### src/rtl/bus_arbiter_pkg.sv
// Shared definitions for the two-master bus arbiter: state encoding and parameter defaults.
package bus_arbiter_pkg;

  localparam int unsigned MaxLockDefault = 16;
  localparam int unsigned DataW          = 32;
  localparam int unsigned LockCntW       = 8;

  typedef enum logic [1:0] {
    StIdle = 2'd0,
    StGnt0 = 2'd1,
    StGnt1 = 2'd2
  } arb_state_e;

endpackage

### src/rtl/bus_arbiter_if.sv
// Bundle of the two master ports and the bridge request/response side of the arbiter.
interface bus_arbiter_if;
  import bus_arbiter_pkg::*;

  logic             m0_req,    m1_req;
  logic             m0_wen,    m1_wen;
  logic [DataW-1:0] m0_addr,   m1_addr;
  logic [DataW-1:0] m0_wdata,  m1_wdata;
  logic             m0_lock,   m1_lock;
  logic             m0_gnt,    m1_gnt;
  logic             m0_rvalid, m1_rvalid;
  logic [DataW-1:0] m0_rdata,  m1_rdata;
  logic [DataW-1:0] Bus_addr;
  logic             Bus_wen;
  logic [DataW-1:0] Bus_wdata;
  logic [DataW-1:0] Bus_rdata;

  // Arbiter side
  modport slave (
    input  m0_req, m1_req, m0_wen, m1_wen, m0_addr, m1_addr,
    input  m0_wdata, m1_wdata, m0_lock, m1_lock, Bus_rdata,
    output m0_gnt, m1_gnt, m0_rvalid, m1_rvalid, m0_rdata, m1_rdata,
    output Bus_addr, Bus_wen, Bus_wdata
  );

  // Masters plus bridge side
  modport master (
    output m0_req, m1_req, m0_wen, m1_wen, m0_addr, m1_addr,
    output m0_wdata, m1_wdata, m0_lock, m1_lock, Bus_rdata,
    input  m0_gnt, m1_gnt, m0_rvalid, m1_rvalid, m0_rdata, m1_rdata,
    input  Bus_addr, Bus_wen, Bus_wdata
  );

endinterface

### src/rtl/arb_rr_pick.sv
// Combinational two-way round-robin picker: on a tie the master not granted last wins.
module arb_rr_pick (
  input  logic i_req0,
  input  logic i_req1,
  input  logic i_last_gnt,
  output logic o_any,
  output logic o_win
);

  assign o_any = i_req0 | i_req1;
  assign o_win = (i_req0 & i_req1) ? ~i_last_gnt : i_req1;

endmodule

### src/rtl/bus_arbiter.sv
// Two-master bus arbiter with round-robin tie break, bounded locking and registered read return.
module bus_arbiter
  import bus_arbiter_pkg::*;
#(
  parameter int unsigned MAX_LOCK = MaxLockDefault
) (
  input logic          cpu_clk,
  input logic          cpu_rst,
  bus_arbiter_if.slave bus
);

  localparam logic [LockCntW-1:0] LockLim = LockCntW'(MAX_LOCK - 1);

  arb_state_e          r_state_q, w_state_d;
  logic                r_last_gnt_q;
  logic [LockCntW-1:0] r_lock_cnt_q, w_lock_cnt_d;
  logic                r_m0_rvalid_q, r_m1_rvalid_q;
  logic [DataW-1:0]    r_m0_rdata_q, r_m1_rdata_q;

  logic w_any, w_win;
  logic w_acc0, w_acc1, w_acc_lock;

  arb_rr_pick u_pick (
    .i_req0     (bus.m0_req),
    .i_req1     (bus.m1_req),
    .i_last_gnt (r_last_gnt_q),
    .o_any      (w_any),
    .o_win      (w_win)
  );

  // Reset drives the state to idle asynchronously, so no transfer can be accepted during reset.
  assign w_acc0     = (r_state_q == StGnt0) && bus.m0_req;
  assign w_acc1     = (r_state_q == StGnt1) && bus.m1_req;
  assign w_acc_lock = (w_acc0 && bus.m0_lock) || (w_acc1 && bus.m1_lock);

  assign bus.m0_gnt    = (r_state_q == StGnt0);
  assign bus.m1_gnt    = (r_state_q == StGnt1);
  assign bus.m0_rvalid = r_m0_rvalid_q;
  assign bus.m1_rvalid = r_m1_rvalid_q;
  assign bus.m0_rdata  = r_m0_rdata_q;
  assign bus.m1_rdata  = r_m1_rdata_q;

  always_comb begin
    w_state_d = r_state_q;
    unique case (r_state_q)
      StIdle: begin
        if (w_any) w_state_d = w_win ? StGnt1 : StGnt0;
      end
      StGnt0: begin
        if (bus.m0_req) begin
          if (!(bus.m0_lock && (r_lock_cnt_q < LockLim)) && bus.m1_req) w_state_d = StGnt1;
        end else begin
          w_state_d = bus.m1_req ? StGnt1 : StIdle;
        end
      end
      StGnt1: begin
        if (bus.m1_req) begin
          if (!(bus.m1_lock && (r_lock_cnt_q < LockLim)) && bus.m0_req) w_state_d = StGnt0;
        end else begin
          w_state_d = bus.m0_req ? StGnt0 : StIdle;
        end
      end
      default: w_state_d = StIdle;
    endcase
  end

  always_comb begin
    w_lock_cnt_d = r_lock_cnt_q;
    if (w_state_d != r_state_q) begin
      w_lock_cnt_d = '0;
    end else if (w_acc0 || w_acc1) begin
      w_lock_cnt_d = w_acc_lock ? r_lock_cnt_q + 1'b1 : '0;
    end
  end

  always_comb begin
    bus.Bus_addr  = '0;
    bus.Bus_wen   = 1'b0;
    bus.Bus_wdata = '0;
    if (w_acc0) begin
      bus.Bus_addr  = bus.m0_addr;
      bus.Bus_wen   = bus.m0_wen;
      bus.Bus_wdata = bus.m0_wdata;
    end else if (w_acc1) begin
      bus.Bus_addr  = bus.m1_addr;
      bus.Bus_wen   = bus.m1_wen;
      bus.Bus_wdata = bus.m1_wdata;
    end
  end

  always_ff @(posedge cpu_clk or posedge cpu_rst) begin
    if (cpu_rst) begin
      r_state_q     <= StIdle;
      r_last_gnt_q  <= 1'b1;
      r_lock_cnt_q  <= '0;
      r_m0_rvalid_q <= 1'b0;
      r_m1_rvalid_q <= 1'b0;
      r_m0_rdata_q  <= '0;
      r_m1_rdata_q  <= '0;
    end else begin
      r_state_q     <= w_state_d;
      r_lock_cnt_q  <= w_lock_cnt_d;
      r_m0_rvalid_q <= w_acc0 && !bus.m0_wen;
      r_m1_rvalid_q <= w_acc1 && !bus.m1_wen;
      if (w_acc0) r_last_gnt_q <= 1'b0;
      else if (w_acc1) r_last_gnt_q <= 1'b1;
      if (w_acc0 && !bus.m0_wen) r_m0_rdata_q <= bus.Bus_rdata;
      if (w_acc1 && !bus.m1_wen) r_m1_rdata_q <= bus.Bus_rdata;
    end
  end

endmodule
### src/flat_wrapper.sv
// flat-port wrapper written by rule: the top's interface ports become plain ports
module bus_arbiter_flat import bus_arbiter_pkg::*;
#(
  parameter int unsigned MAX_LOCK = MaxLockDefault
)
  (cpu_clk, cpu_rst, bus_m0_req, bus_m1_req, bus_m0_wen, bus_m1_wen, bus_m0_addr, bus_m1_addr, bus_m0_wdata, bus_m1_wdata, bus_m0_lock, bus_m1_lock, bus_Bus_rdata, bus_m0_gnt, bus_m1_gnt, bus_m0_rvalid, bus_m1_rvalid, bus_m0_rdata, bus_m1_rdata, bus_Bus_addr, bus_Bus_wen, bus_Bus_wdata);
  bus_arbiter_if bus_i ();
  input logic cpu_clk;
  input logic cpu_rst;
  input wire logic [$bits(bus_i.m0_req)-1:0] bus_m0_req;
  input wire logic [$bits(bus_i.m1_req)-1:0] bus_m1_req;
  input wire logic [$bits(bus_i.m0_wen)-1:0] bus_m0_wen;
  input wire logic [$bits(bus_i.m1_wen)-1:0] bus_m1_wen;
  input wire logic [$bits(bus_i.m0_addr)-1:0] bus_m0_addr;
  input wire logic [$bits(bus_i.m1_addr)-1:0] bus_m1_addr;
  input wire logic [$bits(bus_i.m0_wdata)-1:0] bus_m0_wdata;
  input wire logic [$bits(bus_i.m1_wdata)-1:0] bus_m1_wdata;
  input wire logic [$bits(bus_i.m0_lock)-1:0] bus_m0_lock;
  input wire logic [$bits(bus_i.m1_lock)-1:0] bus_m1_lock;
  input wire logic [$bits(bus_i.Bus_rdata)-1:0] bus_Bus_rdata;
  output wire logic [$bits(bus_i.m0_gnt)-1:0] bus_m0_gnt;
  output wire logic [$bits(bus_i.m1_gnt)-1:0] bus_m1_gnt;
  output wire logic [$bits(bus_i.m0_rvalid)-1:0] bus_m0_rvalid;
  output wire logic [$bits(bus_i.m1_rvalid)-1:0] bus_m1_rvalid;
  output wire logic [$bits(bus_i.m0_rdata)-1:0] bus_m0_rdata;
  output wire logic [$bits(bus_i.m1_rdata)-1:0] bus_m1_rdata;
  output wire logic [$bits(bus_i.Bus_addr)-1:0] bus_Bus_addr;
  output wire logic [$bits(bus_i.Bus_wen)-1:0] bus_Bus_wen;
  output wire logic [$bits(bus_i.Bus_wdata)-1:0] bus_Bus_wdata;
  assign bus_i.m0_req = bus_m0_req;
  assign bus_i.m1_req = bus_m1_req;
  assign bus_i.m0_wen = bus_m0_wen;
  assign bus_i.m1_wen = bus_m1_wen;
  assign bus_i.m0_addr = bus_m0_addr;
  assign bus_i.m1_addr = bus_m1_addr;
  assign bus_i.m0_wdata = bus_m0_wdata;
  assign bus_i.m1_wdata = bus_m1_wdata;
  assign bus_i.m0_lock = bus_m0_lock;
  assign bus_i.m1_lock = bus_m1_lock;
  assign bus_i.Bus_rdata = bus_Bus_rdata;
  assign bus_m0_gnt = bus_i.m0_gnt;
  assign bus_m1_gnt = bus_i.m1_gnt;
  assign bus_m0_rvalid = bus_i.m0_rvalid;
  assign bus_m1_rvalid = bus_i.m1_rvalid;
  assign bus_m0_rdata = bus_i.m0_rdata;
  assign bus_m1_rdata = bus_i.m1_rdata;
  assign bus_Bus_addr = bus_i.Bus_addr;
  assign bus_Bus_wen = bus_i.Bus_wen;
  assign bus_Bus_wdata = bus_i.Bus_wdata;
  bus_arbiter #(.MAX_LOCK(MAX_LOCK)) u_core (.cpu_clk(cpu_clk), .cpu_rst(cpu_rst), .bus(bus_i));
endmodule
### config.mk
export PLATFORM = sky130hd
export DESIGN_NAME = bus_arbiter_flat
export DESIGN_NICKNAME = d
export VERILOG_FILES = /design/src/rtl/bus_arbiter_pkg.sv /design/src/rtl/bus_arbiter_if.sv /design/src/rtl/arb_rr_pick.sv /design/src/rtl/bus_arbiter.sv /design/src/flat_wrapper.sv
export SDC_FILE = /design/constraint.sdc
export NUM_CORES = 1
export LEC_CHECK = 0
export CAP_MARGIN = 0
export CORE_AREA = 2 2 115 117
export CTS_BUF_LIST = sky130_fd_sc_hd__clkbuf_16
export DETAILED_ROUTE_END_ITERATION = 12
export DIE_AREA = 0 0 117 119
export GPL_ROUTABILITY_DRIVEN = 0
export PLACE_DENSITY = 0.74
export SLEW_MARGIN = 5
export SYNTH_ARGS = -nofsm -noshare
export SYNTH_HDL_FRONTEND = slang
export SYNTH_SLANG_ARGS = --single-unit
export TNS_END_PERCENT = 10
### constraint.sdc
create_clock -name cpu_clk -period 7.23 [get_ports cpu_clk]
set_input_delay 1.446 -clock cpu_clk [delete_from_list [all_inputs] [get_ports cpu_clk]]
set_output_delay 1.446 -clock cpu_clk [all_outputs]
set_load 0.1 [all_outputs]
# Word level (Yosys, flattened, before mapping)
# Cells that the tools add are included.
# op_classes
add_sub_neg	1
multipliers	0
n_div	0
order_cmp	1
n_eq_ne	3
shift	0
mux	21
n_bitwise	3
reduce_logical	19
# op_table
cell	count
32-bit two-way mux	4
8-bit two-way mux	3
2-bit two-way mux	7
1-bit logical AND	10
8-bit by 1-bit adder with 8-bit output (second input constant)	1
8-bit by 4-bit < comparator with 1-bit output (second input constant)	1
1-bit two-way mux	6
2-bit case mux with 3 select lines	1
1-bit zero test	4
2-bit nonzero test	2
2-bit by 1-bit equality test with 1-bit output (second input constant)	1
2-bit equality test (second input constant)	1
2-bit zero test	1
1-bit logical OR	2
2-bit != test	1
1-bit AND	1
1-bit inverter	1
1-bit OR	1
# totals
ff_bits	77
latch_bits	0
ram_bits	0
romBits	0
input_bits	168
output_inout_bits	133
word_cells	55
n_memories	0

# Logic depth before layout (Yosys ltp)
# Gate-level depths: netlist of the first run.
# depth
depth_word	9
ltp_mapped	7
ltp_nobuf	6

# Cells and area by module
# A second synthesis of the first run with hierarchy kept.
# unflattened
cells_unflattened	304
area_unflattened_um2	3774.9
# by_module_without_submodules
mod	n_inst	cells_each	area_per_inst_um2	seq_area_each_um2
bus_arbiter	1	302	3761.1	1928.1
arb_rr_pick	1	2	13.8	0.0

# Worst setup path after synthesis of the first run
# Ideal clock, no wire load.
# synth_path
path_type	in2out
from	input port bus_m0_req
to	output port bus_Bus_wdata[10]
arrival_ps	3138
required_time_ps	5784
setup_slack_ps	2646
stages	6
n_path_buf	4
path_cell_list	buf_2 and3b_1 buf_4 clkbuf_1 buf_2 a22o_1
# synth_between
elab_chain_cells	2
# synth_rtl
item	line	text
start: declaration	flat_wrapper.sv:10	input wire logic [$bits(bus_i.m0_req)-1:0] bus_m0_req;
1-bit logical AND	bus_arbiter.sv:32	assign w_acc0 = (r_state_q == StGnt0) && bus.m0_req;
32-bit two-way mux	bus_arbiter.sv:80	if (w_acc0) begin
end: declaration	flat_wrapper.sv:29	output wire logic [$bits(bus_i.Bus_wdata)-1:0] bus_Bus_wdata;
# Every way passes these cells.

# Worst setup path after layout of the first run
# layout_path
from	input port bus_m0_req
to	output port bus_Bus_addr[29]
# layout_between
elab_chain_cells	2
# layout_rtl
item	line	text
1-bit logical AND	bus_arbiter.sv:32	
32-bit two-way mux	bus_arbiter.sv:80	
end: declaration	flat_wrapper.sv:27	output wire logic [$bits(bus_i.Bus_addr)-1:0] bus_Bus_addr;
# Every way passes these cells.

==> impl_results.md, run 1 <==
* Layout cell share with drive strength beyond 1 at 0.157
* DP Worst Slack at 1.35 ns
* Core area at 12900 sq um
* Wire per inst at 19.2 um
* Post-route DRC at 0
* IO Pins at 301
* Area growth from synthesis to final layout at 91.4%
* Number of gates resized after CTS at 0
* Min-delay src: u_core.r_last_gnt_q
* Largest net degree at the start of global routing at 78
* Max-cap viol count at 0
* CP Capture Type: output pin
* Initial core utilization at 0.293
* Setup violators final at 0
* Clk buf depth at 2
* Worst Hold End: u_core.r_last_gnt_q
* Die area at 13900 sq um
* 1st-iter DRT viols at 159
* Worst setup margin at 1.30 ns
* Yosys cell types at 37
* Clock Latency Late Sink at 0.33 ns
* Routed WL at 14800 um
* DIE WIDTH at 117 um
* Leak pwr at 2.87 nW
* Worst EP required at 5.78 ns
* Postcts setup bufs at 0
* Root buffer cell: clkbuf_16
* Crit path max fanout at 35
* Startpoint Class: primary input
* Tmin final at 5.93 ns
* Vias per inst at 4.91
* Post-synthesis sequential element count at 77
* Initial antenna violation count at 2
* Hold-fix buffer count after cts at 0
* Hold Path Class: flop to flop
* Total power at 3.87 mW
* Vias in the first global route at 3830
* Synthesized area per cell at 12.7 sq um
* Slew @ Worst Pin at 1.05 ns
* Yosys warns at 0
* CTS clk-pin slew, worst paths at 0.06 ns
* Seq/Total Area, Yosys at 0.511
* Worst hold margin at 0.463 ns
* RSZ-0062 raised after global routing: no
* Maximum VDD drop at 580 uV
* Die height at 119 um
* Crit share post-route at 0.820
* Final ANT Viol Nets at 0
* Fin util at 0.561
* Syn Inst Count at 297
* Row count at 42
* R2R depth at 4
* DRT Pass-1 Iters at 4
* Total clock sinks at 77
* P per Cell Area at 536 nW/um^2
* Worst setup path category: primary input to output pin
* Status: finished, final reports clean
* Clock skew at 0.00696 ns
* Worst r2r dst: u_core.bus.m1_rdata[15]
* Gr usage total at 0.203
* Post-Syn Area at 3770 sq um
* RR Startpoint: u_core.r_state_q[1]
* Cells on Worst Hold Path at 2
* Slew HR at 0.298
* Max-slew violations at 0
* H-tree Lvls at 3
* Wire length of the first global-routing pass at 21500 um
* Final nets at 758
* Final HPWL DP at 11800 um
* Via count at 3786
* GRT overflow at 0
* Final hold vios at 0
* CTS tree: built
* Setup_tns at 0 ns
* Reg2Reg Setup Slack at 4.80 ns
* TritonCTS buffer count at 9
* Mapped Nets at 466
* CP arrival at 4.48 ns
* Fmax at 0.169 GHz
* Number of buffers added on ports at 300
## synthesized netlist by cell type (all sizes together)
master   count  area (sq um)
a22oi        1          7.51
o21ai        7          35.0
a21oi        6          30.0
a32o         1          10.0
nor3         3          15.0
mux2        64           721
o32ai        1          8.76
nor2b        3          18.8
a311oi       1          8.76
dfrtp       76          1900
buf         15          88.8
inv          4          15.0
ha           1          12.5
nand3        1          5.00
mux2i        1          10.0
clkbuf       9          33.8
nand2        7          26.3
nor2         6          27.5
dfstp        1          26.3
nand4        1          6.26
and3         1          6.26
nor4         7          58.8
nor3b        1          12.5
and3b        2          17.5
xor2         3          26.3
a211oi       1          7.51
a31oi        1          6.26
and2         2          12.5
o2111ai      2          23.8
xnor2        2          17.5
a31o         1          8.76
a22o        65           569
## layer usage
metal / routed length (um) / part of all wire / global-route usage / up-vias
met5: 13 / 0.00088 / 0 / -
met4: 270 / 0.018 / 0.0721 / 2
met2: 7290 / 0.49 / 0.343 / 182
met1: 5760 / 0.39 / 0.243 / 1853
li1: - / - / - / 1729
met3: 1470 / 0.10 / 0.0606 / 20
## area by class of cell
cell class,instances,area (sq um)
fill,1107,5650
timing repair buffer,305,3040
sequential,77,1930
multi-input combinational,192,1720
clock buffer,9,225
tap,176,220
clock inverter,7,73.8
inverter,4,15.0
antenna,1,2.50
## flip-flops by register name (all words and copies together) (netlist names)
signal                cells
u_core.bus.m1_rdata      32
u_core.r_state_q          2
u_core.r_lock_cnt_q       8
u_core.r_last_gnt_q       1
u_core.bus.m0_rdata      32
u_core.bus.m1_rvalid      1
u_core.bus.m0_rvalid      1
## worst max-delay path by stage
stage | cells after the start | slack [ns] | to | startpoint
final | 5 | 1.30 | bus_Bus_addr[29] | bus_m0_req
after global routing | 5 | 1.22 | bus_Bus_wdata[0] | bus_m0_req
after CTS | 5 | 1.34 | bus_Bus_addr[29] | bus_m0_req
after detailed placement | 5 | 1.35 | bus_Bus_addr[7] | bus_m0_req
after global placement | 5 | 1.44 | bus_Bus_wdata[30] | bus_m0_req
after floorplan | 6 | 2.65 | bus_Bus_wdata[10] | bus_m0_req
## report_power, final
group	leakage, nW	total (mW)	internal [mW]	switching (mW)
Combinational	1.78	2.70	0.655	2.05
Sequential	0.943	0.723	0.620	0.103
Clock	0.147	0.449	0.270	0.179
## critical path, cell delays in order
cell,delay (ns)
clkdlybuf4s50_1,0.65
and3b_2,0.66
buf_4,0.37
a22o_1,0.18
clkdlybuf4s50_1,1.14
## kinds of logic after synthesis
group	count (synthesis)	share of synthesized area
XOR/XNOR	5	0.0116
flip-flops	77	0.511
AND/OR/NAND/NOR	34	0.0547
buffers and inverters	28	0.0365
AO/OA/AOI/OAI	87	0.190
adder cells (fa/ha/maj)	1	0.00331
multiplexers	65	0.194
## per-stage QoR
stage / area, sq um / std cells
2_1_floorplan: 3770 / 297
3_3_place_gp: 6930 / 754
3_5_place_dp: 6930 / 754
4_1_cts: 7220 / 770
5_1_grt: 7230 / 771
6_report: 7230 / 771
## cells in the final DEF, fill, tap and decap left out, types with 5 or more instances in the layout
| cell | n |
|---|---|
| a22o_1 | 65 |
| a21oi_1 | 6 |
| clkbuf_16 | 9 |
| clkdlybuf4s50_1 | 300 |
| dfrtp_1 | 76 |
| nor4_1 | 6 |
| o21ai_0 | 7 |
| buf_4 | 5 |
| nand2_1 | 7 |
| mux2_2 | 64 |
No activity file was read; power rests on OpenSTA's default activity.
==> inputs of run 2 (changes only) <==
CORE_AREA = 2 2 117 119   (was 2 2 115 117)
DIE_AREA = 0 0 119 121   (was 0 0 117 119)
PLACE_DENSITY = 0.72   (was 0.74)
clock period = 5.7 ns   (was 7.23 ns; I/O delays follow)
==> run 2 against run 1 <==
Flip-flop and latch count unchanged. Die area rose by 3.4%. Non-clock buffer count unchanged. Via count rose by 0.21%. Worst setup slack worse by 0.12 ns. Critical path depth did not move. Largest cell class unchanged.
==> impl_results.md, run 2 (same netlist as run 1, synthesis figures left out) <==
* Worst hold margin at 0.466 ns (+0.00292 ns)
* Max-cap viol count at 0 (unchanged)
* Initial core utilization at 0.288 (-0.00471)
* Tmin final at 4.52 ns
* Commonest non-fill, non-tap cells in the layout: clkdlybuf4s50_1 (235), dfrtp_1 (76), buf_4 (70)
* Crit path max fanout at 43 (+23%)
* Total clock sinks at 77 (unchanged)
* Finished Layout Cells at 774 (+0.39%)
* Crit share post-route at 0.793
* Largest net degree at the start of global routing at 47 (-40%)
* IO Pins at 301 (unchanged)
* Die area at 14400 sq um (+3.4%)
* Startpoint Class: primary input
* Worst setup path category: primary input to output pin
* Setup violators final at 0 (unchanged)
* Setup_tns at 0 ns (unchanged)
* Worst setup margin at 1.18 ns (-0.123 ns)
* Die height at 121 um (+1.7%)
* Worst EP required at 4.56 ns (-1.22 ns)
* DP Worst Slack at 1.20 ns (-0.147 ns)
* Via count at 3794 (+0.21%)
* CTS tree: built
* Placed Cells at 754 (unchanged)
* CP dominant cell by count: buf_4
* Clk buf depth at 2 (unchanged)
* Core area at 13100 sq um (+1.6%)
* GRT overflow at 0 (unchanged)
* CP Capture Type: output pin
* Hold-fix buffer count after cts at 0 (unchanged)
* RSZ-0062 raised after global routing: no
* Largest delay share family, worst path: buffers and inverters
* Hold Path Class: flop to flop
* Routed WL at 14800 um (+0.22%)
* Buf+Inv Stages, Crit Path at 3 (unchanged)
* TritonCTS buffer count at 9 (unchanged)
* Final ANT Viol Nets at 0 (unchanged)
* CP cell instances: clkdlybuf4s50_1 > and3b_2 > buf_4 > a22o_1 > buf_4
* Row count at 42 (unchanged)
* Slowest cell on crit path: and3b_2
* Max-slew violations at 0 (unchanged)
* Clock Latency Late Sink at 0.33 ns (about the same)
* Vias per inst at 4.90 (-0.18%)
* Wire length of the first global-routing pass at 21900 um (+1.7%)
* Initial antenna violation count at 5 (+3)
* Number of buffers added on ports at 300 (unchanged)
* Register Area at 1930 sq um (unchanged)
* Number of gates resized after CTS at 0 (unchanged)
* Layout cell share with drive strength beyond 1 at 0.269 (+0.113)
* Fill cells at 1137 (+2.7%)
* Vias in the first global route at 3911 (+2.1%)
* Status: finished, final reports clean
* Final nets at 758 (unchanged)
* Final hold vios at 0 (unchanged)
* Clock skew at 0.00625 ns (-0.000717 ns)
* Fmax at 0.221 GHz
* Slowest cell delay on critical path at 0.76 ns (-0.38 ns)
* Post-route DRC at 0 (unchanged)
* DIE WIDTH at 119 um (+1.7%)
* Wire per inst at 19.2 um (-0.17%)
* CTS clk-pin slew, worst paths at 0.06 ns (about the same)
* Postcts setup bufs at 0 (unchanged)
* H-tree Lvls at 3 (unchanged)
* Slew @ Worst Pin at 1.03 ns (-0.0205 ns)
* CP arrival at 3.38 ns (-1.10 ns)
* Area of the multi-input gates at 1720 sq um (unchanged)
* Root buffer cell: clkbuf_16
* Area growth from synthesis to final layout at 86.5%
* Slew HR at 0.312 (+0.0143)
* Commonest non-fill, non-tap cell in the layout: clkdlybuf4s50_1
* DRT Pass-1 Iters at 4 (unchanged)
* Gr usage total at 0.197 (-0.00604)
* 1st-iter DRT viols at 168 (+5.7%)
* Final HPWL DP at 11800 um (about the same)
==> run 2: per-stage QoR <==
| stage | utilization | area (sq um) |
|---|---|---|
| 4_1_cts | 0.537 | 7030 |
| 3_3_place_gp | 0.517 | 6760 |
| 5_1_grt | 0.538 | 7040 |
| 2_1_floorplan | - | 3770 |
| 3_5_place_dp | 0.517 | 6760 |
| 6_report | 0.538 | 7040 |
==> run 2: metal layers <==
layer | up-vias | routed length, um | GRT usage | part of all wire
met5 | - | 13 | 0 | 0.00088
met3 | 33 | 1220 | 0.0611 | 0.082
met2 | 195 | 7440 | 0.338 | 0.50
met1 | 1837 | 5680 | 0.223 | 0.38
li1 | 1727 | - | - | -
met4 | 2 | 480 | 0.0952 | 0.032
==> run 2: worst min-delay path, stage by stage (launching register included) <==
cell,delay [ns]
dfstp_2,0.37
nand2_1,0.05
nand2_1,0.05
==> run 2: final cells by class <==
type / instances / share of cell area
antenna: 4 / 0.00142
clock buffer: 9 / 0.0320
clock inverter: 7 / 0.00604
inverter: 4 / 0.00213
multi-input combinational: 192 / 0.245
sequential: 77 / 0.274
tap: 176 / 0.0313
timing repair buffer: 305 / 0.409
==> run 2: path summary, 6_finish.rpt <==
path                                     startpoint                      end  slack (ns)  cells after the start
min in group asynchronous                   cpu_rst  u_core.bus.m1_rdata[26]        1.22                      2
max in group asynchronous                   cpu_rst  u_core.bus.m0_rdata[30]        3.41                      3
worst max-delay path                     bus_m0_req         bus_Bus_addr[17]        1.18                      5
worst min-delay path            u_core.r_last_gnt_q      u_core.r_last_gnt_q        0.47                      2
worst min register to register  u_core.r_last_gnt_q      u_core.r_last_gnt_q        0.47                      2
worst max register to register  u_core.r_state_q[1]   u_core.r_lock_cnt_q[7]        3.18                      6
Power of run 2 is left out: the tool's default activity adds up to more than one toggle a clock period on the data nets, which glitch-free logic cannot reach.
